--- src/rtl/md_unit.sv ---
// rtl/md_unit.sv - multiply/divide unit: fixed-latency multiply, 32-step restoring divide (option: MD_DIVZERO_FAST_EN)
module md_unit #(
    parameter int MUL_LAT = 2
) (
    input  logic        clk,
    input  logic        resetn,
    input  logic        md_mult_en,
    input  logic        md_div_en,
    input  logic        md_is_signed,
    input  logic [31:0] md_src1,
    input  logic [31:0] md_src2,
    input  logic        md_cancel,
    output logic        md_busy,
    output logic        md_complete,
    output logic [63:0] md_result
);

    localparam int DIV_STEPS = 32;
    localparam logic [5:0] MUL_LAST = 6'(MUL_LAT);
    localparam logic [5:0] DIV_LAST = 6'(DIV_STEPS);

    typedef enum logic [1:0] {
        S_IDLE,
        S_MUL,
        S_DIV,
        S_DONE
    } state_t;

    state_t      state;
    logic [5:0]  cnt;
    // Multiply: raw operands. Divide: op_a shifts dividend out and quotient in, op_b is |divisor|.
    logic [31:0] op_a;
    logic [31:0] op_b;
    logic [31:0] rem;
    logic        op_signed;
    logic        neg_q;
    logic        neg_r;

    logic [31:0] abs_a;
    logic [31:0] abs_b;
    logic [63:0] mul_a;
    logic [63:0] mul_b;
    logic [63:0] product;
    logic [32:0] trial;
    logic        fits;
    logic [31:0] diff;
    logic [31:0] quo_fix;
    logic [31:0] rem_fix;

    assign abs_a = (md_is_signed && md_src1[31]) ? (~md_src1 + 32'd1) : md_src1;
    assign abs_b = (md_is_signed && md_src2[31]) ? (~md_src2 + 32'd1) : md_src2;

    // Sign-extending to 64 bits makes the low 64 bits of a plain product correct for both signednesses.
    assign mul_a   = {{32{op_signed & op_a[31]}}, op_a};
    assign mul_b   = {{32{op_signed & op_b[31]}}, op_b};
    assign product = mul_a * mul_b;

    assign trial = {rem, op_a[31]};
    assign fits  = (trial >= {1'b0, op_b});
    assign diff  = trial[31:0] - op_b;

    assign quo_fix = neg_q ? (~op_a + 32'd1) : op_a;
    assign rem_fix = neg_r ? (~rem + 32'd1) : rem;

    always_ff @(posedge clk or negedge resetn) begin
        if (!resetn) begin
            state       <= S_IDLE;
            md_busy     <= 1'b0;
            md_complete <= 1'b0;
            md_result   <= '0;
            cnt         <= '0;
            op_a        <= '0;
            op_b        <= '0;
            rem         <= '0;
            op_signed   <= 1'b0;
            neg_q       <= 1'b0;
            neg_r       <= 1'b0;
        end else begin
            md_complete <= 1'b0;
            unique case (state)
                S_IDLE, S_DONE: begin
                    state   <= S_IDLE;
                    md_busy <= 1'b0;
                    if (!md_cancel && md_mult_en) begin
                        state     <= S_MUL;
                        md_busy   <= 1'b1;
                        cnt       <= 6'd1;
                        op_a      <= md_src1;
                        op_b      <= md_src2;
                        op_signed <= md_is_signed;
                    end else if (!md_cancel && md_div_en) begin
                        state     <= S_DIV;
                        md_busy   <= 1'b1;
                        op_b      <= abs_b;
                        op_signed <= md_is_signed;
                        neg_q     <= md_is_signed & (md_src1[31] ^ md_src2[31]);
                        neg_r     <= md_is_signed & md_src1[31];
`ifdef MD_DIVZERO_FAST_EN
                        if (md_src2 == 32'd0) begin
                            cnt  <= DIV_LAST;
                            op_a <= '1;
                            rem  <= abs_a;
                        end else begin
                            cnt  <= '0;
                            op_a <= abs_a;
                            rem  <= '0;
                        end
`else
                        cnt  <= '0;
                        op_a <= abs_a;
                        rem  <= '0;
`endif
                    end
                end
                S_MUL: begin
                    if (md_cancel) begin
                        state   <= S_IDLE;
                        md_busy <= 1'b0;
                    end else if (cnt == MUL_LAST) begin
                        state       <= S_DONE;
                        md_busy     <= 1'b0;
                        md_complete <= 1'b1;
                        md_result   <= product;
                    end else begin
                        cnt <= cnt + 6'd1;
                    end
                end
                S_DIV: begin
                    if (md_cancel) begin
                        state   <= S_IDLE;
                        md_busy <= 1'b0;
                    end else if (cnt == DIV_LAST) begin
                        state       <= S_DONE;
                        md_busy     <= 1'b0;
                        md_complete <= 1'b1;
                        md_result   <= {rem_fix, quo_fix};
                    end else begin
                        // A zero divisor always "fits", giving all-ones quotient and remainder = dividend.
                        op_a <= {op_a[30:0], fits};
                        rem  <= fits ? diff : trial[31:0];
                        cnt  <= cnt + 6'd1;
                    end
                end
                default: begin
                    state   <= S_IDLE;
                    md_busy <= 1'b0;
                end
            endcase
        end
    end

endmodule

--- config.mk ---
export PLATFORM = sky130hd
export DESIGN_NAME = md_unit
export DESIGN_NICKNAME = d
export VERILOG_FILES = /design/src/rtl/md_unit.sv
export SDC_FILE = /design/constraint.sdc
export NUM_CORES = 2
export LEC_CHECK = 0
export CORE_MARGIN = 3
export CORE_UTILIZATION = 60
export CTS_BUF_LIST = sky130_fd_sc_hd__clkbuf_8
export CTS_CLUSTER_DIAMETER = 150
export CTS_CLUSTER_SIZE = 8
export DETAILED_ROUTE_END_ITERATION = 10
export PLACE_DENSITY = 0.81
export SYNTH_ARGS = -nofsm -noshare
export SYNTH_HDL_FRONTEND = slang
export SYNTH_SLANG_ARGS = --single-unit
--- constraint.sdc ---
create_clock -name clk -period 7.65 [get_ports clk]
set_clock_uncertainty 0.2 [all_clocks]
set_input_delay 1.9125 -clock clk [delete_from_list [all_inputs] [get_ports clk]]
set_output_delay 1.9125 -clock clk [all_outputs]
set_load 0.01 [all_outputs]
### Word-level counts from Yosys, hierarchy flattened

Cells that the tools add are included.

* output and inout port bits: 66
* register bits: 173

* bitwise gates (word level): 10
* $add $sub $neg: 6
* multiply operators: 1
* muxes and demuxes: 50
* $lt $le $gt $ge: 1
* equal/unequal tests: 16
* reductions and logical operators: 17

Operators by type and width (number)
* 32-bit two-way mux: 15
* 64-bit two-way mux: 4
* 32-bit by 1-bit adder with 32-bit output (second input constant): 4
* 32-bit inverter: 4
* 32-bit case mux with 2 select lines: 2
* 64-bit case mux with 2 select lines: 1
* 33-bit by 33-bit multiplier with 64-bit output: 1
* 6-bit two-way mux: 6
* 33-bit by 32-bit >= comparator with 1-bit output: 1
* 32-bit subtractor: 1
* 6-bit case mux with 3 select lines: 1
* 2-bit inequality test (second input constant): 8
* 5-bit AND reduction: 3
* 1-bit two-way mux: 12
* 2-bit two-way mux: 6
* 3-bit inequality test (second input constant): 3
* 6-bit by 1-bit adder with 6-bit output (second input constant): 1
* 6-bit by 2-bit equality test with 1-bit output (second input constant): 1
* 6-bit equality test (second input constant): 1
* 2-bit case mux with 3 select lines: 1
* 2-bit nonzero test: 3
* 1-bit AND: 4
* 2-bit equality test (second input constant): 2
* 1-bit logical AND: 4
* 11 further kinds: 12

### Depth between registers and ports, before layout

* depth in word-level cells: 6
* mapped depth: 31

### Least setup slack after synthesis

No wires, ideal clock.

* path kind: reg2reg
* from: register op_a[31]
* to: register md_result[62]
* clock period less this slack: 8418 ps
* cell stages (with the launch flop): 29
* buffers on the path: 3
* data required time: 7324 ps
* setup slack: -768 ps
* arrival time: 8092 ps
* path through: dfrtp_1 clkbuf_1 and2_1 clkbuf_1 nand2_1 inv_1 fa_1 inv_1 fa_1 inv_1 fa_1 fa_1 inv_1 fa_1 inv_1 fa_1 inv_1 fa_1 fa_1 inv_1 ha_1 clkbuf_1 nand2_1 nor2_1 nand3_1 o41ai_2 a21oi_1 o311a_1 o32a_1

* longest elaborated chain between the ends: 5

Ends and longest elaborated chain
* start, declared: line 32 `logic [31:0] op_a;`
* start signal, assigned: line 88 `op_a <= md_src1;`
* start signal, assigned: line 110 `op_a <= abs_a;`
* start signal, assigned: line 139 `op_a <= {op_a[30:0], fits};`
* 1-bit AND: line 54 `assign mul_a = {{32{op_signed & op_a[31]}}, op_a};`
* 33-bit by 33-bit multiplier with 64-bit output (*): line 56 `assign product = mul_a * mul_b;`
* 64-bit two-way mux (*): line 119 `end else if (cnt == MUL_LAST) begin`
* 64-bit two-way mux (*): line 116 `if (md_cancel) begin`
* 64-bit case mux with 2 select lines (*): line 80 `unique case (state)`
* end signal, assigned: line 123 `md_result <= product;`
* end signal, assigned: line 136 `md_result <= {rem_fix, quo_fix};`
* end, declared: line 15 `output logic [63:0] md_result`

Mark *: on every way between the ends. The rest lies on a longest branch, timed or not. The select of a mux whose other input is x is not followed.
A chain may end at the register's enable or synchronous reset.

### Worst setup path in the final report

* from: register op_b[9]
* to: register md_result[62]

* longest elaborated chain between the ends: 4

Ends and longest elaborated chain
* start, declared: line 33 `logic [31:0] op_b;`
* start signal, assigned: line 89 `op_b <= md_src2;`
* start signal, assigned: line 94 `op_b <= abs_b;`
* 33-bit by 33-bit multiplier with 64-bit output: line 56
* 64-bit two-way mux: line 119
* 64-bit two-way mux: line 116
* 64-bit case mux with 2 select lines: line 80

No other way between the ends. The select of a mux whose other input is x is not followed.

==> flow_metrics.tcl <==
set metrics [dict create \
    ctsLongestPathBuffers 2 \
    cts.sinks 173 \
    final-setup-viol-count 23 \
    die_h_um 294 \
    wl_per_cell_um 22.8 \
    die_w_um 294 \
    synth_top_cell_by_area "fa_1" \
    netlist_area_um2 49800 \
    drive_gt1_share_pct 16.8 \
    drc 0 \
    period_share_pct 105 \
    max_stage_delay_ns 0.66 \
    nFillCells 5667 \
    outcome "finished with violations" \
    ys_seq_area_share_pct 8.70 \
    synth.distinct_cells 71 \
    crit_chain "buf_6 > buf_8 > nand2_1 > fa_1 > fa_1 > inv_1 > fa_1 > fa_1 > fa_2 > fa_1 > fa_1 > inv_1 > fa_1 > inv_1 > ha_1 > and3_1 > and2_1 > a211oi_1 > o21ai_1 > o31ai_4 > o41ai_4 > a21oi_2 > o311a_1 > o32a_1" \
    grt_first_pass_wirelength_um 254000 \
    maxSlewViolCount 0 \
    finalHoldViolCount 0 \
    cts_tree "done" \
    root_buffer "clkbuf_8" \
    async_flop_share_pct 100 \
    row_count 104 \
    areaGrowthSynthToFinish_pct 18.2 \
    cpMostUsedCell "fa_1" \
    r2r_setup_slack_ns -0.35 \
    arrival_ns 8.28 \
    path_buf_inv 5 \
    max_freq_mhz 125 \
    antenna_found_initial 13 \
    holdCritPathClass "reg -> reg" \
    drt_pre_antenna_iters 6 \
    synth_top_flop_cell "dfrtp_1" \
    ys_ff_latch 173 \
    synth_top_area_share_pct 45.3 \
    finish.utilization_pct 72.3 \
    hold_ws_ns 0.287 \
    crit_slowest_cell "fa_2" \
    tightest_slew_ns 1.22 \
    rsz0062_at_grt "yes" \
    synth_fp_nets 7140 \
    ys_top_cells_by_area "fa_1, inv_1, dfrtp_1" \
    failed_checks "setup timing" \
    syn_inst 5690 \
    hpwl_um 134000 \
    cp_top_family "adder cells" \
    place_ws_ns -0.595 \
    grt_pass1_vias 45700 \
    routed_wl_um 165000 \
    ys_warn_count 0 \
    layout.nets 7607 \
    num_io_pins 136 \
    synth-edff-count 0 \
    core_um2 81300 \
    grt_use_total_pct 38.8 \
    clk_pin_slew_worst_paths_ns 0.12 \
    fin_crit_ns 8.00 \
    ant_nets 0 \
    initial_core_util_pct 61.2 \
    worst_slack_ns -0.352 \
    grt-ovfl-total 0 \
    maxCapViolCount 0 \
    worstSetupStartpointType "flop" \
    fp.dieArea_um2 86400 \
    worstSetupPathType "reg -> reg" \
    final_cells 7235 \
    clkLatencyLatePin_ns 0.60 \
    num_vias 42600 \
    mostFrequentLayoutCells "inv_1, fa_1, nand2_1" \
    synth_area_per_cell_um2 8.75 \
    relSlewSlack_pct 18.9 \
    via_per_inst 5.89 \
    drt_iter0_drc 3997 \
    port_buffers 135 \
    final_common_cell "inv_1" \
    cts-htree-levels 4 \
    cp_max_fo 10 \
    dp_cells 7116 \
    cts_buffers 17 \
    endpoint_kind "flop" \
    gp_congestion 1.01 \
    grt_max_degree 88 \
    worstPathRequired_ns 7.93 \
]
## repair_timing
| action | in CTS | in global routing |
|---|---|---|
| buffers inserted | 43 | 41 |
| gates resized for setup | 250 | 195 |
| gates cloned | 1 | 3 |
| setup endpoints to repair | 36 | 42 |
| pin swaps | 106 | 139 |
| hold buffers | 0 | 0 |
## per-layer routing
metal	global-route usage (%)	vias to the layer above	wire length, um
li1	-	18000	-
met1	45.3	21300	54400
met2	62.3	2530	77400
met3	9.37	798	16700
met4	29.6	18	15900
met5	0	-	274
## through the flow
stage                     instance area (um2)  TNS, ns
final                                   58800    -4.51
after global routing                    58800    -9.93
after CTS                               57800    -1.68
after detailed placement                56100   -10.53
after global placement                  56100    -8.25
after floorplan                         49900   -0.345
## Yosys cell counts (all sizes together), types with 4 or more instances
master and number:
a32oi 4, buf 47, a22oi 9, nand2 945, nor2b 11, or2 13
nand2b 21, nand4 17, o21ai 229, ha 254, or3 25, o31ai 37
inv 1193, o21bai 14, and3 31, nand3 38, o22ai 4, a31o 4
clkbuf 289, xor2 86, nor4 16, o311ai 8, o211ai 6, and2 300
a211o 4, o41ai 21, nor2 217, or4 16, nor3 38, a31oi 23
xnor2 123, a211oi 16, o21a 20, dfrtp 173, a21o 49, fa 1126
a21oi 184, mux2i 36, o221ai 4
## final cells by class
class,count,area (um2),area share (%)
multi-input cells,3986,41100,69.8
repair buffers,784,7150,12.2
inverters,1195,4500,7.64
flip-flops and latches,173,4360,7.41
well taps,1060,1330,2.25
clock buffers,17,234,0.398
clock inverters,15,161,0.274
diodes,5,12.5,0.0213
## final timing paths
kind	startpoint	to	cells past startpoint
max	op_b[9]	md_result[62]	24
min	md_result[14]	md_result[14]	2
max reg2reg	op_b[9]	md_result[62]	24
min reg2reg	md_result[14]	md_result[14]	2
max in group asynchronous	resetn	op_a[12]	2
min in group asynchronous	resetn	cnt[5]	1
## registers in the layout (all words and copies together), names as in the netlist, 2 cells and up
name	count
op_a	32
cnt	6
state	2
rem	32
op_b	32
md_result	64
## tightest hold or removal path, cell delays in order (launching register included)
cell and delay [ns]:
dfrtp_1 0.35, nand2_1 0.04, o21ai_0 0.06
## cell families (layout without fill, tap and decap cells)
kind of cell	after synthesis	in the layout	share of synthesized area [%]
xor+xnor	209	209	3.68
flops	173	173	8.70
simple gates	1696	1696	15.5
other cells	0	5	0
mux	39	39	0.792
fa+ha+maj	1380	1380	51.7
compound gates	662	662	8.12
buf+inv	1531	2011	11.6
Power is left out: the tool's default activity adds up to more than one toggle a clock period on the data nets, which glitch-free logic cannot reach.
